File: config.mk
export PLATFORM = sky130hd
export DESIGN_NAME = mem_rr_arbiter
export DESIGN_NICKNAME = d
export VERILOG_FILES = /design/src/rtl/mem_arb_pkg.sv /design/src/rtl/mem_arb_rr_pick.sv /design/src/rtl/mem_rr_arbiter.sv
export SDC_FILE = /design/constraint.sdc
export NUM_CORES = 1
export LEC_CHECK = 0
export CAP_MARGIN = 40
export CORE_AREA = 2 2 108 110
export CTS_BUF_LIST = sky130_fd_sc_hd__clkbuf_8
export DETAILED_ROUTE_END_ITERATION = 16
export DIE_AREA = 0 0 110 112
export DONT_BUFFER_PORTS = 1
export GPL_ROUTABILITY_DRIVEN = 1
export PLACE_DENSITY = 0.67
export SLEW_MARGIN = 20
export SYNTH_ARGS = -nofsm -noshare
export SYNTH_HDL_FRONTEND = slang
export SYNTH_HIERARCHICAL = 1
export SYNTH_SLANG_ARGS = --single-unit
File: constraint.sdc
create_clock -name clk -period 3.4 [get_ports clk]
set_input_delay 0.34 -clock clk [delete_from_list [all_inputs] [get_ports clk]]
set_output_delay 0.34 -clock clk [all_outputs]
set_load 0.03 [all_outputs]
File: src/rtl/mem_arb_pkg.sv
// Shared types and constants for the two-port round-robin memory arbiter.
// State encoding, requester count and the timeout read-data pattern.
package mem_arb_pkg;

    localparam int NUM_REQ = 2;

    localparam logic [31:0] ERR_RDATA = 32'hFFFF_FFFF;

    localparam logic [1:0] ST_IDLE = 2'd0;
    localparam logic [1:0] ST_BUSY = 2'd1;
    localparam logic [1:0] ST_RESP = 2'd2;

    typedef struct packed {
        logic        instr;
        logic [31:0] addr;
        logic [31:0] wdata;
        logic [3:0]  wstrb;
    } mem_req_t;

    // Extract one requester's fields from the packed per-requester buses.
    function automatic mem_req_t req_slice(
        input logic        idx,
        input logic [1:0]  instr,
        input logic [63:0] addr,
        input logic [63:0] wdata,
        input logic [7:0]  wstrb
    );
        mem_req_t r;
        r.instr = idx ? instr[1]       : instr[0];
        r.addr  = idx ? addr[63:32]    : addr[31:0];
        r.wdata = idx ? wdata[63:32]   : wdata[31:0];
        r.wstrb = idx ? wstrb[7:4]     : wstrb[3:0];
        return r;
    endfunction

endpackage

File: src/rtl/mem_arb_rr_pick.sv
// Round-robin grant picker: on a tie the requester that was not
// granted last wins; a lone requester always wins.
module mem_arb_rr_pick
    import mem_arb_pkg::*;
(
    input  logic [NUM_REQ-1:0] req_valid,
    input  logic               last_grant,
    output logic               grant,
    output logic               any_valid
);

    always_comb begin
        grant     = 1'b0;
        any_valid = |req_valid;
        unique case (1'b1)
            (req_valid == 2'b11): grant = ~last_grant;
            (req_valid == 2'b10): grant = 1'b1;
            (req_valid == 2'b01): grant = 1'b0;
            default:              grant = 1'b0;
        endcase
    end

endmodule

File: src/rtl/mem_rr_arbiter.sv
// Two-requester round-robin arbiter onto one native memory port.
// Optional bus timeout abort is built when MEM_ARB_TIMEOUT_EN is defined.
module mem_rr_arbiter
    import mem_arb_pkg::*;
#(
    parameter int TIMEOUT_CYCLES = 255
) (
    input  logic        clk,
    input  logic        resetn,
    input  logic [1:0]  req_valid,
    input  logic [1:0]  req_instr,
    input  logic [63:0] req_addr,
    input  logic [63:0] req_wdata,
    input  logic [7:0]  req_wstrb,
    output logic [1:0]  req_ready,
    output logic [31:0] req_rdata,
    output logic        mem_valid,
    output logic        mem_instr,
    output logic [31:0] mem_addr,
    output logic [31:0] mem_wdata,
    output logic [3:0]  mem_wstrb,
    input  logic        mem_ready,
    input  logic [31:0] mem_rdata,
    output logic        err
);

    logic [1:0] state;
    logic       last_grant;
    logic       grant;
    logic       pick_g;
    logic       pick_any;
    mem_req_t   pick_req;
    logic       tmo_hit;

    mem_arb_rr_pick u_pick (
        .req_valid  (req_valid),
        .last_grant (last_grant),
        .grant      (pick_g),
        .any_valid  (pick_any)
    );

    assign pick_req = req_slice(pick_g, req_instr, req_addr,
                                req_wdata, req_wstrb);

`ifdef MEM_ARB_TIMEOUT_EN
    localparam int CW = $clog2(TIMEOUT_CYCLES + 1);

    logic [CW-1:0] tmo_cnt;

    assign tmo_hit = (tmo_cnt == CW'(TIMEOUT_CYCLES - 1));

    // Counts completed BUSY cycles; restarts from zero on every entry.
    always_ff @(posedge clk or negedge resetn) begin
        if (!resetn) begin
            tmo_cnt <= '0;
        end else if (state != ST_BUSY) begin
            tmo_cnt <= '0;
        end else if (!tmo_hit) begin
            tmo_cnt <= tmo_cnt + 1'b1;
        end
    end
`else
    assign tmo_hit = 1'b0;
    assign err     = 1'b0;
`endif

    always_ff @(posedge clk or negedge resetn) begin
        if (!resetn) begin
            state      <= ST_IDLE;
            last_grant <= 1'b1;
            grant      <= 1'b0;
            mem_valid  <= 1'b0;
            mem_instr  <= 1'b0;
            mem_addr   <= '0;
            mem_wdata  <= '0;
            mem_wstrb  <= '0;
            req_ready  <= '0;
            req_rdata  <= '0;
`ifdef MEM_ARB_TIMEOUT_EN
            err        <= 1'b0;
`endif
        end else begin
            case (state)
                ST_IDLE: begin
                    if (pick_any) begin
                        grant      <= pick_g;
                        last_grant <= pick_g;
                        mem_instr  <= pick_req.instr;
                        mem_addr   <= pick_req.addr;
                        mem_wdata  <= pick_req.wdata;
                        mem_wstrb  <= pick_req.wstrb;
                        mem_valid  <= 1'b1;
                        state      <= ST_BUSY;
                    end
                end
                ST_BUSY: begin
                    // A real completion beats a timeout on the same cycle.
                    if (mem_ready) begin
                        mem_valid <= 1'b0;
                        req_rdata <= mem_rdata;
                        req_ready <= grant ? 2'b10 : 2'b01;
                        state     <= ST_RESP;
                    end else if (tmo_hit) begin
                        mem_valid <= 1'b0;
                        req_rdata <= ERR_RDATA;
                        req_ready <= grant ? 2'b10 : 2'b01;
`ifdef MEM_ARB_TIMEOUT_EN
                        err       <= 1'b1;
`endif
                        state     <= ST_RESP;
                    end
                end
                ST_RESP: begin
                    req_ready <= '0;
`ifdef MEM_ARB_TIMEOUT_EN
                    err       <= 1'b0;
`endif
                    state     <= ST_IDLE;
                end
                default: begin
                    state <= ST_IDLE;
                end
            endcase
        end
    end

endmodule

==> qor.yml <==
critPathLaunchType: "flop"
clock_power_share: 0.123
path_clk_slew_ns: 0.11
cp_top_family: "buffers and inverters"
required_ns: 3.67
grt_pass1_vias: 2801
vias: 2568
fp.dieW_um: 110
ir_drop_mv: 0.5743
power_leakage_nw: 2.437
hold_viol: 0
tns_ns: 0
area_growth_pct: 3.341
postRouteAntennaNets: 0
p_int_mw: 3.373
clk_latency_ns: 0.38
power.density_nw_per_um2: 1131
via_per_inst: 5.534
tightest_slew_ns: 0.7773
setup_viol: 0
slew_viol_final: 0
cts_tree: "built"
post_synth.cell_area_avg_um2: 16.72
ys_warn_count: 6
maxCapViolCount: 0
finalCriticalPeriod_ns: 1.887
synth_fp_nets: 493
drive_gt1_frac: 0.6113
hp-class: "in -> reg"
ctsResizeCount: 0
clock_skew_ns: 0.008568
power.switching_fraction: 0.4575
yosysTopAreaCellShare: 0.5035
cp_num_buf_inv: 1
dp.cells: 444
wl_per_cell_um: 22.37
max_stage_delay_ns: 0.62
yosys.area.top_type: "dfrtp_1"
cts-root-buf: "clkbuf_8"
run_status: "finished clean"
routed_wl_mm: 10.38
max_freq_ghz: 0.5298
clock_path_buffers: 2
dieArea_um2: 12320
cts-htree-levels: 3
period_share: 0.5551
core_area_um2: 11170
path_max_fanout: 42
grt_overflow_total: 0
grt_max_degree: 109
portBuffers: 0
cts.sinks: 108
start_util: 0.4759
route.detailed.drc: 0
ctsHoldBuffers: 2
arrival_ns: 2.16
syn-instance-count: 318
end_kind: "flop"
synth_area_leaders: "dfrtp_1 (50%), mux2_2 (21%), mux2_4 (19%)"
pwr-share-seq: 0.602
crit_type: "reg -> reg"
ioPinCount: 280
postCtsSetupBuffers: 0
synth_area_um2: 5318
drt_iter0_drc: 100
place_hpwl_mm: 7.489
fp-row-count: 39
netlist-cell-type-count: 22
final_cells: 464
grt_usage: 0.1656
ff2ff_setup_slack_ns: 1.51
die_h_um: 112
cp_cell_sequence: "nor3b_4 -> buf_4 -> mux2_4"
switchingPower_mw: 2.844
rsz0062_at_grt: "false"
grt_pass1_wl_mm: 15.10
ys_ff_latch: 108
gp_congestion: 0.7008
p_comb_frac: 0.275
antenna_found_initial: 2
timing.slew.headroom: 0.4818
layout.nets: 489
drt_first_pass_iters: 4
critPathSlowestCell: "buf_4"
ys_seq_area_frac: 0.5085
numCtsBuffers: 9
[worst paths after layout]
kind	cells after the start	to	startpoint
setup / recovery	3	mem_wdata[18]	state[0]
hold / removal	1	req_rdata[22]	mem_rdata[22]
setup reg to reg	3	mem_wdata[18]	state[0]
hold reg to reg	1	grant	grant
max in group asynchronous	2	mem_valid	resetn
min in group asynchronous	2	req_rdata[23]	resetn
[cells by family (layout without fill, tap and decap cells)]
| family | Yosys count | count (layout) | share of synthesized area |
|---|---|---|---|
| flip-flops | 108 | 108 | 0.5085 |
| AND/OR/NAND/NOR | 9 | 9 | 0.01600 |
| AO/OA/AOI/OAI | 6 | 6 | 0.008002 |
| multiplexers | 172 | 172 | 0.4129 |
| buffers and inverters | 22 | 23 | 0.05388 |
| other | 1 | 3 | 0.0007052 |
[sequential cells by signal (all words and copies together), names as in the netlist]
register,count
grant,1
mem_wdata,32
mem_wstrb,4
state,2
req_ready,2
mem_instr,1
mem_addr,32
req_rdata,32
last_grant,1
mem_valid,1
[power groups by stage]
stage	Combinational, mW	Sequential (mW)	Clock, mW
after floorplan	1.75	3.57	0
after global placement	1.64	3.77	0
after detailed placement	1.70	3.77	0
after CTS	1.73	3.76	0.800
after global routing	1.84	3.83	0.851
final	1.71	3.74	0.766
[cell usage in the layout (no fill, tap or decap), types with 2 or more instances in the layout]
master    instances
buf_4             4
mux2_1            2
inv_6             2
a211o_1           2
mux2_4           69
inv_8             3
a21oi_1           2
mux2_2          101
dfrtp_1         107
clkbuf_8          9
diode_2           2
and3_1            2
[cells in the mapped netlist]
cell and number:
a211o_1 2, a21boi_0 1, a21o_1 1, a21oi_1 2
and3_1 2, and4b_1 1, buf_12 7, buf_4 4
buf_6 10, conb_1 1, dfrtp_1 107, dfstp_2 1
inv_1 1, mux2_1 2, mux2_2 101, mux2_4 69
nand2b_1 1, nand3b_4 1, nor3b_2 1, nor4bb_1 1
or2_1 1, or2b_1 1
[stage by stage]
| step | hold slack [ns] | power, mW | setup slack (ns) | utilization | instance area (um2) |
|---|---|---|---|---|---|
| detailed placement | 0.04679 | 5.472 | 1.508 | 0.4708 | 5261 |
| floorplan | 0.04441 | 5.311 | 1.857 | - | 5318 |
| finish | 0.08318 | 6.217 | 1.513 | 0.4918 | 5495 |
| CTS | 0.05511 | 6.291 | 1.493 | 0.4913 | 5490 |
| global placement | 0.04724 | 5.414 | 1.549 | 0.4708 | 5261 |
| global route | 0.05435 | 6.521 | 1.430 | 0.4913 | 5490 |
[layout make-up]
cell class / instances / area, um2
fill: 941 / 5679
sequential: 108 / 2704
multi-input combinational: 188 / 2345
tap: 143 / 178.9
clock buffer: 9 / 123.9
clock inverter: 7 / 67.56
timing repair buffer: 6 / 67.56
antenna: 2 / 5.005
inverter: 1 / 3.754
[per-layer routing]
layer / share of wire / GRT usage / vias to the layer above
li1: - / - / 1126
met1: 0.38 / 0.1870 / 1254
met2: 0.47 / 0.2564 / 177
met3: 0.14 / 0.08665 / 11
met4: 0.017 / 0.07764 / 0
met5: 0 / 0 / -
Power figures use the tool's default switching activity.
